==> src/rtl/db_resp_queue_if.sv <==
// Request/response AXI-Stream bundle for the doorbell responder.
// The slave modport is the responder's view; the master modport is the fabric side.
interface db_resp_queue_if;
  logic        treq_tvalid_in;
  logic        treq_tready_o;
  logic        treq_tlast_in;
  logic [63:0] treq_tdata_in;
  logic [7:0]  treq_tkeep_in;
  logic [31:0] treq_tuser_in;

  logic        tresp_tready_in;
  logic        tresp_tvalid_o;
  logic        tresp_tlast_o;
  logic [63:0] tresp_tdata_o;
  logic [7:0]  tresp_tkeep_o;
  logic [31:0] tresp_tuser_o;

  modport slave (
    input  treq_tvalid_in,
    output treq_tready_o,
    input  treq_tlast_in,
    input  treq_tdata_in,
    input  treq_tkeep_in,
    input  treq_tuser_in,
    input  tresp_tready_in,
    output tresp_tvalid_o,
    output tresp_tlast_o,
    output tresp_tdata_o,
    output tresp_tkeep_o,
    output tresp_tuser_o
  );

  modport master (
    output treq_tvalid_in,
    input  treq_tready_o,
    output treq_tlast_in,
    output treq_tdata_in,
    output treq_tkeep_in,
    output treq_tuser_in,
    output tresp_tready_in,
    input  tresp_tvalid_o,
    input  tresp_tlast_o,
    input  tresp_tdata_o,
    input  tresp_tkeep_o,
    input  tresp_tuser_o
  );
endinterface

==> src/rtl/db_resp_queue.sv <==
// Doorbell responder: watches every inbound request beat, answers each doorbell
// header with the ready status of the addressed endpoint, and queues responses
// so a stalled response sink never loses doorbells (until the queue overflows).
module db_resp_queue #(
  parameter int unsigned NUM_ED         = 2,
  parameter int unsigned FIFO_DEPTH     = 4,
  parameter logic [15:0] READY_INFO     = 16'h0100,
  parameter logic [15:0] NOT_READY_INFO = 16'h01FF,
  parameter logic [1:0]  RESP_PRIO      = 2'h1,
  parameter bit          USE_REQ_SRCID  = 1'b1,
  localparam int unsigned AW            = $clog2(FIFO_DEPTH)
) (
  input  logic              log_clk,
  input  logic              log_rst,
  input  logic [15:0]       src_id,
  input  logic [15:0]       des_id,
  input  logic [NUM_ED-1:0] ed_ready_in,
  db_resp_queue_if.slave    axis,
  output logic [AW:0]       pending_o,
  output logic [15:0]       drop_cnt_o
);

  localparam logic [AW:0] FullCnt = (AW+1)'(FIFO_DEPTH);

  typedef struct packed {
    logic [7:0]  tid;
    logic [15:0] info;
    logic [15:0] dest;
  } entry_t;

  // Packet framing and header capture
  logic   first_beat_q, first_beat_d;
  logic   cap_vld_q, cap_vld_d;
  entry_t cap_q, cap_d;

  // Response queue
  entry_t        mem_q [FIFO_DEPTH];
  entry_t        mem_d [FIFO_DEPTH];
  logic [AW-1:0] wr_ptr_q, wr_ptr_d;
  logic [AW-1:0] rd_ptr_q, rd_ptr_d;
  logic [AW:0]   count_q, count_d;
  logic [15:0]   drop_cnt_q, drop_cnt_d;

  // Output register
  logic        out_vld_q, out_vld_d;
  logic [63:0] out_tdata_q, out_tdata_d;
  logic [31:0] out_tuser_q, out_tuser_d;

  logic   hdr_db;
  logic   ready_hit;
  logic   [7:0] idx;
  entry_t hdr_entry;
  logic   push, pop, drop;
  entry_t head;

  // Header decode: a doorbell is an FTYPE 4'hA beat seen while expecting a header.
  always_comb begin
    hdr_db    = axis.treq_tvalid_in && first_beat_q && (axis.treq_tdata_in[55:52] == 4'hA);
    idx       = axis.treq_tdata_in[23:16];
    ready_hit = 1'b0;
    // Loop compare avoids indexing ed_ready_in out of range.
    for (int unsigned i = 0; i < NUM_ED; i++) begin
      if (idx == 8'(i)) ready_hit = ed_ready_in[i];
    end
    hdr_entry.tid  = axis.treq_tdata_in[63:56];
    hdr_entry.info = ready_hit ? READY_INFO : NOT_READY_INFO;
    hdr_entry.dest = USE_REQ_SRCID ? axis.treq_tuser_in[31:16] : des_id;
  end

  // Framing and capture next state.
  always_comb begin
    first_beat_d = first_beat_q;
    if (axis.treq_tvalid_in) first_beat_d = axis.treq_tlast_in;
    cap_vld_d = hdr_db;
    cap_d     = hdr_db ? hdr_entry : cap_q;
  end

  // Queue control: a full queue still accepts a push when the head leaves this cycle.
  always_comb begin
    head = mem_q[rd_ptr_q];
    pop  = (count_q != '0) && (!out_vld_q || axis.tresp_tready_in);
    push = cap_vld_q && ((count_q != FullCnt) || pop);
    drop = cap_vld_q && !push;
  end

  // Queue next state.
  always_comb begin
    mem_d      = mem_q;
    wr_ptr_d   = wr_ptr_q;
    rd_ptr_d   = rd_ptr_q;
    count_d    = count_q;
    drop_cnt_d = drop_cnt_q;
    if (push) begin
      mem_d[wr_ptr_q] = cap_q;
      wr_ptr_d        = wr_ptr_q + AW'(1);
    end
    if (pop) rd_ptr_d = rd_ptr_q + AW'(1);
    unique case ({push, pop})
      2'b10:   count_d = count_q + (AW+1)'(1);
      2'b01:   count_d = count_q - (AW+1)'(1);
      default: count_d = count_q;
    endcase
    if (drop && (drop_cnt_q != 16'hFFFF)) drop_cnt_d = drop_cnt_q + 16'd1;
  end

  // Output register: load from head, clear after a transfer with nothing behind it.
  always_comb begin
    out_vld_d   = out_vld_q;
    out_tdata_d = out_tdata_q;
    out_tuser_d = out_tuser_q;
    if (pop) begin
      out_vld_d   = 1'b1;
      out_tdata_d = {head.tid, 4'hA, 4'h0, 1'b0, RESP_PRIO, 1'b0, 12'h000, head.info, 16'h0000};
      out_tuser_d = {src_id, head.dest};
    end else if (out_vld_q && axis.tresp_tready_in) begin
      out_vld_d   = 1'b0;
      out_tdata_d = '0;
      out_tuser_d = '0;
    end
  end

  // Control state with synchronous reset.
  always_ff @(posedge log_clk) begin
    if (log_rst) begin
      first_beat_q <= 1'b1;
      cap_vld_q    <= 1'b0;
      cap_q        <= '0;
      wr_ptr_q     <= '0;
      rd_ptr_q     <= '0;
      count_q      <= '0;
      drop_cnt_q   <= '0;
      out_vld_q    <= 1'b0;
      out_tdata_q  <= '0;
      out_tuser_q  <= '0;
    end else begin
      first_beat_q <= first_beat_d;
      cap_vld_q    <= cap_vld_d;
      cap_q        <= cap_d;
      wr_ptr_q     <= wr_ptr_d;
      rd_ptr_q     <= rd_ptr_d;
      count_q      <= count_d;
      drop_cnt_q   <= drop_cnt_d;
      out_vld_q    <= out_vld_d;
      out_tdata_q  <= out_tdata_d;
      out_tuser_q  <= out_tuser_d;
    end
  end

  // Queue storage; contents are don't-care while the pointers say empty.
  always_ff @(posedge log_clk) begin
    mem_q <= mem_d;
  end

  assign axis.treq_tready_o = 1'b1;
  assign axis.tresp_tvalid_o = out_vld_q;
  assign axis.tresp_tlast_o  = out_vld_q;
  assign axis.tresp_tkeep_o  = {8{out_vld_q}};
  assign axis.tresp_tdata_o  = out_tdata_q;
  assign axis.tresp_tuser_o  = out_tuser_q;
  assign pending_o           = count_q;
  assign drop_cnt_o          = drop_cnt_q;

  // Request fields the responder never looks at.
  logic unused_bits;
  assign unused_bits = ^{axis.treq_tkeep_in, axis.treq_tdata_in[51:24],
                         axis.treq_tdata_in[15:0], axis.treq_tuser_in[15:0], des_id};

endmodule

==> src/flat_wrapper.sv <==
// flat-port wrapper written by rule: the top's interface ports become plain ports
module db_resp_queue_flat 
#(
  parameter int unsigned NUM_ED         = 2,
  parameter int unsigned FIFO_DEPTH     = 4,
  parameter logic [15:0] READY_INFO     = 16'h0100,
  parameter logic [15:0] NOT_READY_INFO = 16'h01FF,
  parameter logic [1:0]  RESP_PRIO      = 2'h1,
  parameter bit          USE_REQ_SRCID  = 1'b1,
  localparam int unsigned AW            = $clog2(FIFO_DEPTH)
)
  (log_clk, log_rst, src_id, des_id, ed_ready_in, pending_o, drop_cnt_o, axis_treq_tvalid_in, axis_treq_tready_o, axis_treq_tlast_in, axis_treq_tdata_in, axis_treq_tkeep_in, axis_treq_tuser_in, axis_tresp_tready_in, axis_tresp_tvalid_o, axis_tresp_tlast_o, axis_tresp_tdata_o, axis_tresp_tkeep_o, axis_tresp_tuser_o);
  db_resp_queue_if axis_i ();
  input  logic log_clk;
  input  logic log_rst;
  input  logic [15:0] src_id;
  input  logic [15:0] des_id;
  input  logic [NUM_ED-1:0] ed_ready_in;
  output logic [AW:0] pending_o;
  output logic [15:0] drop_cnt_o;
  input wire logic [$bits(axis_i.treq_tvalid_in)-1:0] axis_treq_tvalid_in;
  output wire logic [$bits(axis_i.treq_tready_o)-1:0] axis_treq_tready_o;
  input wire logic [$bits(axis_i.treq_tlast_in)-1:0] axis_treq_tlast_in;
  input wire logic [$bits(axis_i.treq_tdata_in)-1:0] axis_treq_tdata_in;
  input wire logic [$bits(axis_i.treq_tkeep_in)-1:0] axis_treq_tkeep_in;
  input wire logic [$bits(axis_i.treq_tuser_in)-1:0] axis_treq_tuser_in;
  input wire logic [$bits(axis_i.tresp_tready_in)-1:0] axis_tresp_tready_in;
  output wire logic [$bits(axis_i.tresp_tvalid_o)-1:0] axis_tresp_tvalid_o;
  output wire logic [$bits(axis_i.tresp_tlast_o)-1:0] axis_tresp_tlast_o;
  output wire logic [$bits(axis_i.tresp_tdata_o)-1:0] axis_tresp_tdata_o;
  output wire logic [$bits(axis_i.tresp_tkeep_o)-1:0] axis_tresp_tkeep_o;
  output wire logic [$bits(axis_i.tresp_tuser_o)-1:0] axis_tresp_tuser_o;
  assign axis_i.treq_tvalid_in = axis_treq_tvalid_in;
  assign axis_treq_tready_o = axis_i.treq_tready_o;
  assign axis_i.treq_tlast_in = axis_treq_tlast_in;
  assign axis_i.treq_tdata_in = axis_treq_tdata_in;
  assign axis_i.treq_tkeep_in = axis_treq_tkeep_in;
  assign axis_i.treq_tuser_in = axis_treq_tuser_in;
  assign axis_i.tresp_tready_in = axis_tresp_tready_in;
  assign axis_tresp_tvalid_o = axis_i.tresp_tvalid_o;
  assign axis_tresp_tlast_o = axis_i.tresp_tlast_o;
  assign axis_tresp_tdata_o = axis_i.tresp_tdata_o;
  assign axis_tresp_tkeep_o = axis_i.tresp_tkeep_o;
  assign axis_tresp_tuser_o = axis_i.tresp_tuser_o;
  db_resp_queue #(.NUM_ED(NUM_ED), .FIFO_DEPTH(FIFO_DEPTH), .READY_INFO(READY_INFO), .NOT_READY_INFO(NOT_READY_INFO), .RESP_PRIO(RESP_PRIO), .USE_REQ_SRCID(USE_REQ_SRCID)) u_core (.log_clk(log_clk), .log_rst(log_rst), .src_id(src_id), .des_id(des_id), .ed_ready_in(ed_ready_in), .axis(axis_i), .pending_o(pending_o), .drop_cnt_o(drop_cnt_o));
endmodule
==> config.mk <==
export PLATFORM = sky130hd
export DESIGN_NAME = db_resp_queue_flat
export DESIGN_NICKNAME = d
export VERILOG_FILES = /design/src/rtl/db_resp_queue_if.sv /design/src/rtl/db_resp_queue.sv /design/src/flat_wrapper.sv
export SDC_FILE = /design/constraint.sdc
export NUM_CORES = 1
export LEC_CHECK = 0
export ABC_AREA = 1
export BUFFER_PORTS_ARGS = -buffer_cell sky130_fd_sc_hd__buf_2
export CORE_MARGIN = 4
export CORE_UTILIZATION = 50
export CTS_BUF_LIST = sky130_fd_sc_hd__clkbuf_8
export CTS_CLUSTER_SIZE = 30
export DETAILED_ROUTE_END_ITERATION = 7
export PLACE_DENSITY_LB_ADDON = 0.1
export REMOVE_ABC_BUFFERS = 1
export SYNTH_ARGS = -nofsm -noshare
export SYNTH_HDL_FRONTEND = slang
export SYNTH_SLANG_ARGS = --single-unit
export TNS_END_PERCENT = 1
==> constraint.sdc <==
create_clock -name log_clk -period 5.4 [get_ports log_clk]
set_input_delay 0.27 -clock log_clk [delete_from_list [all_inputs] [get_ports log_clk]]
set_output_delay 0.27 -clock log_clk [all_outputs]
set_load 0.01 [all_outputs]
==> results of run 1 <==
-- where the power goes --
| group | switching [uW] | leakage (uW) | total [uW] | internal [uW] |
|---|---|---|---|---|
| sequential | 148 | 0.00173 | 1870 | 1720 |
| combinational | 848 | 0.00175 | 1290 | 439 |
| clock | 492 | 0.000251 | 1100 | 610 |
-- flip-flops by register name (all words and copies together), names as in the netlist --
signal                     flops
u_core.mem_q                 104
u_core.cap_q                  26
u_core.rd_ptr_q                2
u_core.first_beat_q            1
u_core.pending_o               3
u_core.cap_vld_q               1
u_core.axis.tresp_tuser_o     32
u_core.axis.tresp_tdata_o     11
u_core.drop_cnt_o             16
u_core.wr_ptr_q                2
-- critical path, cell delays in order, from the launching register on --
cell and delay (ns):
dfxtp_2 1.01, inv_2 0.66, o21ai_0 0.35, o22ai_1 0.11, nand2_1 0.09, a21oi_1 0.07
-- per-layer routing --
metal / vias up / GRT usage (%) / share of wire (%)
li1: 2939 / - / -
met1: 2611 / 22.9 / 44
met2: 159 / 30.4 / 49
met3: 9 / 4.08 / 5.7
met4: 0 / 4.05 / 0.74
met5: - / 0 / 0
-- cell usage after synthesis, drive strengths merged, types with 2 or more instances --
| master | n |
|---|---|
| nor2 | 109 |
| a21oi | 85 |
| edfxtp | 104 |
| conb | 2 |
| inv | 62 |
| buf | 83 |
| nand2 | 142 |
| o22ai | 26 |
| nand4 | 5 |
| clkbuf | 21 |
| o21ai | 90 |
| dfxtp | 94 |
| ha | 6 |
| nand3 | 15 |
-- logic make-up after synthesis --
| family | Yosys count | synth area share (%) |
|---|---|---|
| and+or+nand+nor | 273 | 13.9 |
| other | 2 | 0.0902 |
| AOI/OAI and AO/OA | 202 | 13.3 |
| buffers and inverters | 166 | 11.3 |
| xor gates and xnor gates | 2 | 0.210 |
| DFF | 198 | 60.1 |
| adders and majority gates | 7 | 1.14 |
-- worst min path at each step --
stage	cells past startpoint	startpoint	to
finish	2	axis_treq_tvalid_in	u_core.first_beat_q
global route	2	axis_treq_tvalid_in	u_core.first_beat_q
CTS	2	axis_treq_tvalid_in	u_core.first_beat_q
detailed placement	2	u_core.axis.tresp_tuser_o[19]	u_core.axis.tresp_tuser_o[19]
global placement	2	u_core.axis.tresp_tuser_o[25]	u_core.axis.tresp_tuser_o[25]
floorplan	1	log_rst	u_core.axis.tresp_tdata_o[24]
-- through the flow --
| step | util, % | instances | hold WS [ns] | power, uW | worst slack [ns] |
|---|---|---|---|---|---|
| after floorplan | - | 789 | 0.332 | 2700 | 2.55 |
| after global placement | 54.7 | 1149 | 0.446 | 3200 | 2.98 |
| after detailed placement | 54.7 | 1149 | 0.450 | 3230 | 2.93 |
| after CTS | 57.7 | 1181 | 0.00421 | 4320 | 2.93 |
| after global routing | 57.7 | 1181 | 0.000811 | 4540 | 2.64 |
| final | 57.7 | 1181 | 0.0368 | 4260 | 2.97 |
-- area by class of cell --
| cell class | instances | area, um2 |
|---|---|---|
| clock buffer | 18 | 248 |
| timing repair buffer | 144 | 733 |
| inverter | 62 | 235 |
| fill | 1435 | 6820 |
| clock inverter | 14 | 231 |
| sequential | 198 | 5010 |
| tap | 216 | 270 |
| multi-input combinational | 529 | 2570 |
==> flow_summary.yaml, run 1 <==
clocking:
  clock_latency_ns: 0.44
  tritoncts: "yes"
  htreeDepth: 4
  clk_pin_slew_worst_paths_ns: 0.09
  clk_path_buf_depth: 2
  cts_buffers: 17
  cts_sinks: 198
  postCtsSetupBuffers: 0
  post_cts_resized: 0
  hold_buffers: 0
  clockRootBuffer: "clkbuf_8"
timing:
  rsz0062_at_grt: "no"
  hold_viol: 0
  slew_headroom_pct: 32.5
  tns_ns: 0
  fin_crit_ns: 2.43
  slew_viol_final: 0
  fmax_ghz: 0.411
  finalClockSkew_ns: 0.0122
  worst_slew_pin_slew_ns: 1.01
  fin_crit_sh_pct: 45.0
  setup_violations: 0
run:
  drv_cap: 0
placed_design:
  gp_congestion: 0.832
  dp_hpwl_um: 9720
  post_dp_cell_area_um2: 8810
  io_buffers: 139
final_layout:
  syn_to_final_growth_pct: 11.6
  antenna_cells: 0
  postLayoutCellArea_um2: 9290
  drive_gt1_share_pct: 21.8
  nets: 1102
  mostFrequentLayoutCell: "buf_2"
  final_cell_mix: "buf_2, nand2_1, edfxtp_1, nor2_1, dfxtp_1"
global_routing:
  grt_pass1_wl_um: 25800
  grt_overflow: 0
  grt_usage_pct: 17.7
  grt_pass1_vias: 5052
  grt_max_degree: 56
  antenna_found_initial: 0
logic_synthesis:
  synth-seq-cells: 198
  synth_top_area_share_pct: 37.5
  synth_async_sr_flop_share_pct: 0
  synth-main-ff-cell: "edfxtp_1"
  ys_top_cells_by_area: "edfxtp_1, dfxtp_1, nand2_1"
  synth_cell_types: 34
  yosys.area.top_type: "edfxtp_1"
  avgSynthCellArea_um2: 9.80
  synth_edf_count: 104
  synthesis.instances: 850
  synth_area_um2: 8330
  ys_seq_area_share_pct: 60.1
  yosys_warnings: 0
setup_path:
  r2r_slack_ns: 2.97
  critPathKind: "reg2reg"
  worstReg2RegEnd: "u_core.axis.tresp_tuser_o[8]"
  crit_required_ns: 5.71
  start_kind: "flip-flop"
  worst_r2r_path_depth: 5
  crit_start: "u_core.rd_ptr_q[0]"
  r2r-start: "u_core.rd_ptr_q[0]"
  critPathCaptureType: "flip-flop"
  arrival_ns: 2.74
  cp-endpoint: "u_core.axis.tresp_tuser_o[8]"
  worstPathMaxFanout: 55
drt:
  drc_errors: 0
  postRouteWirelength_um: 16700
  drtIter0Drc: 339
  ant_nets: 0
  wl_per_cell_um: 14.1
  routed_via_density: 4.84
  via_count: 5718
  drtPass1Iterations: 4
power:
  peakVddDrop_v: 0.000358
  leakagePower_uw: 0.00373
  p_per_area_nw_per_um2: 459
min_path:
  hold_path_class: "in2reg"
floorplan:
  fp.dieH_um: 137
  rows: 46
  die_w_um: 137
  core_um2: 16100
  initial_core_util_pct: 51.7
  ios: 269
  die-area_um2: 18800
run_status:
  status: "completed"
Note: power is estimated with default switching activity, not from simulation.
==> run 2: changes to the inputs <==
==> constraint.sdc (replaced) <==
create_clock -name log_clk -period 2.42 [get_ports log_clk]
set_input_delay 0.121 -clock log_clk [delete_from_list [all_inputs] [get_ports log_clk]]
set_output_delay 0.121 -clock log_clk [all_outputs]
set_load 0.01 [all_outputs]
==> flow_summary.yaml, run 2 (same netlist as run 1, synthesis figures left out) <==
power:
  finalPower_uw: 9140
  leakagePower_uw: 0.00391
  peakVddDrop_v: 0.000738
  p_per_area_nw_per_um2: 939
clocking:
  cts_buffers: 17
  clk_pin_slew_worst_paths_ns: 0.10
  htreeDepth: 4
  clk_path_buf_depth: 2
  clock_latency_ns: 0.47
  clockRootBuffer: "clkbuf_8"
  tritoncts: "yes"
  cts_sinks: 198
  postCtsSetupBuffers: 0
setup_path:
  worstReg2RegEnd: "u_core.pending_o[2]"
  path_common_cell: "nor2_1"
  worst_r2r_path_depth: 12
  path_cells: "inv_2 -> nand2_4 -> nand2_2 -> inv_4 -> ha_1 -> inv_1 -> fa_1 -> nor2_1 -> nor2_1 -> nand2_1 -> o21ai_0 -> a21oi_1"
  crit_family: "adder cells"
  start_kind: "flip-flop"
  r2r-start: "u_core.pending_o[2]"
  path_buf_inv: 3
  crit_path_max_incr_delay_ns: 0.48
  critPathSlowestCell: "dfxtp_1"
  worstPathMaxFanout: 4
  critPathCaptureType: "flip-flop"
  arrival_ns: 2.29
  critPathKind: "reg2reg"
  r2r_slack_ns: 0.53
  crit_required_ns: 2.82
final_layout:
  largest_reg_flops: 104
  mostFrequentLayoutCell: "buf_2"
  regArea_um2: 5010
  syn_to_final_growth_pct: 16.8
  final_cell_mix: "buf_2, nand2_1, edfxtp_1, nor2_1, dfxtp_1"
  stdcell_count: 1237
  final_util_pct: 60.4
  nets: 1158
  multiInputGateArea_um2: 2570
  antenna_cells: 0
  top_register: "u_core.mem_q"
  fill_cells: 1391
  drive_gt1_share_pct: 21.9
floorplan:
  initial_core_util_pct: 51.7
  ios: 269
  fp.dieH_um: 137
  core_um2: 16100
  rows: 46
  die-area_um2: 18800
  die_w_um: 137
timing:
  fmax_ghz: 0.528
  finalClockSkew_ns: 0.0120
  fin_crit_ns: 1.89
  fin_crit_sh_pct: 78.3
  worst_slew_pin_slew_ns: 0.720
  hold_viol: 0
  setup_violations: 0
  rsz0062_at_grt: "no"
  slew_headroom_pct: 52.0
  timing.hold.ws_ns: 0.0264
  slew_viol_final: 0
placed_design:
  dp.cells: 1161
  gp_congestion: 0.832
  dp_hpwl_um: 10100
  io_buffers: 139
run:
  drv_cap: 0
global_routing:
  antenna_found_initial: 0
  grt_max_degree: 55
  grt_usage_pct: 18.9
  grt_overflow: 0
  grt_pass1_wl_um: 27500
  grt_pass1_vias: 5574
min_path:
  worstHoldPathCells: 3
  hold_path_class: "in2reg"
  holdPathEnd: "u_core.cap_q[8]"
  hold_path_startpoint: "axis_treq_tuser_in[24]"
drt:
  postRouteWirelength_um: 17500
  drtPass1Iterations: 5
  routed_via_density: 4.83
  drc_errors: 0
  via_count: 5979
  wl_per_cell_um: 14.2
  drtIter0Drc: 271
  ant_nets: 0
run_status:
  status: "completed"
run 2: worst max-delay path by stage:
stage	startpoint	to	slack [ns]	cells after the start
6_report	u_core.pending_o[2]	u_core.pending_o[2]	0.53	12
4_1_cts	axis_treq_tdata_in[18]	u_core.cap_q[23]	0.03	8
5_1_grt	u_core.pending_o[2]	u_core.pending_o[2]	0.30	12
3_5_place_dp	u_core.pending_o[2]	u_core.pending_o[2]	0.53	12
3_3_place_gp	u_core.pending_o[2]	u_core.pending_o[2]	0.55	12
2_1_floorplan	u_core.axis.tresp_tdata_o[55]	u_core.pending_o[2]	-0.43	12
run 2: tightest hold or removal path, stage by stage:
cell     delay (ns)
buf_2          0.07
o21ai_0        0.13
a21oi_1        0.13
run 2: per-stage QoR:
stage          TNS, ns  worst slack [ns]  cell area [um2]
4_1_cts              0            0.0286             9740
6_report             0             0.525             9730
3_5_place_dp         0             0.530             8930
5_1_grt              0             0.305             9730
3_3_place_gp         0             0.550             8930
2_1_floorplan   -44.92            -0.428             7780
run 2: routing by layer:
| layer | share of wire, % | vias up | track usage [%] |
|---|---|---|---|
| met3 | 6.5 | 19 | 4.34 |
| met1 | 43 | 2725 | 23.8 |
| met4 | 1.2 | 0 | 6.26 |
| li1 | - | 3053 | - |
| met2 | 49 | 182 | 32.1 |
| met5 | 0 | - | 0 |
run 2: area by class of cell:
| type | count | share of cell area (%) |
|---|---|---|
| well taps | 216 | 2.78 |
| flip-flops and latches | 198 | 51.5 |
| clock inverters | 15 | 1.26 |
| multi-input cells | 529 | 26.4 |
| repair buffers | 200 | 13.2 |
| clock buffers | 17 | 2.41 |
| inverters | 62 | 2.42 |
run 2: repair_timing:
item / CTS / global route
endpoints found under the hold margin: 41 / 0
setup endpoints to repair: 0 / 1
hold buffers: 45 / 0
resized for setup: 0 / 0
run 2: where the power goes:
part	internal (uW)	leakage, uW	switching [uW]
Combinational	1100	0.00201	2090
Clock	733	0.000176	1180
Sequential	3850	0.00173	191
Total	5680	0.00391	3460
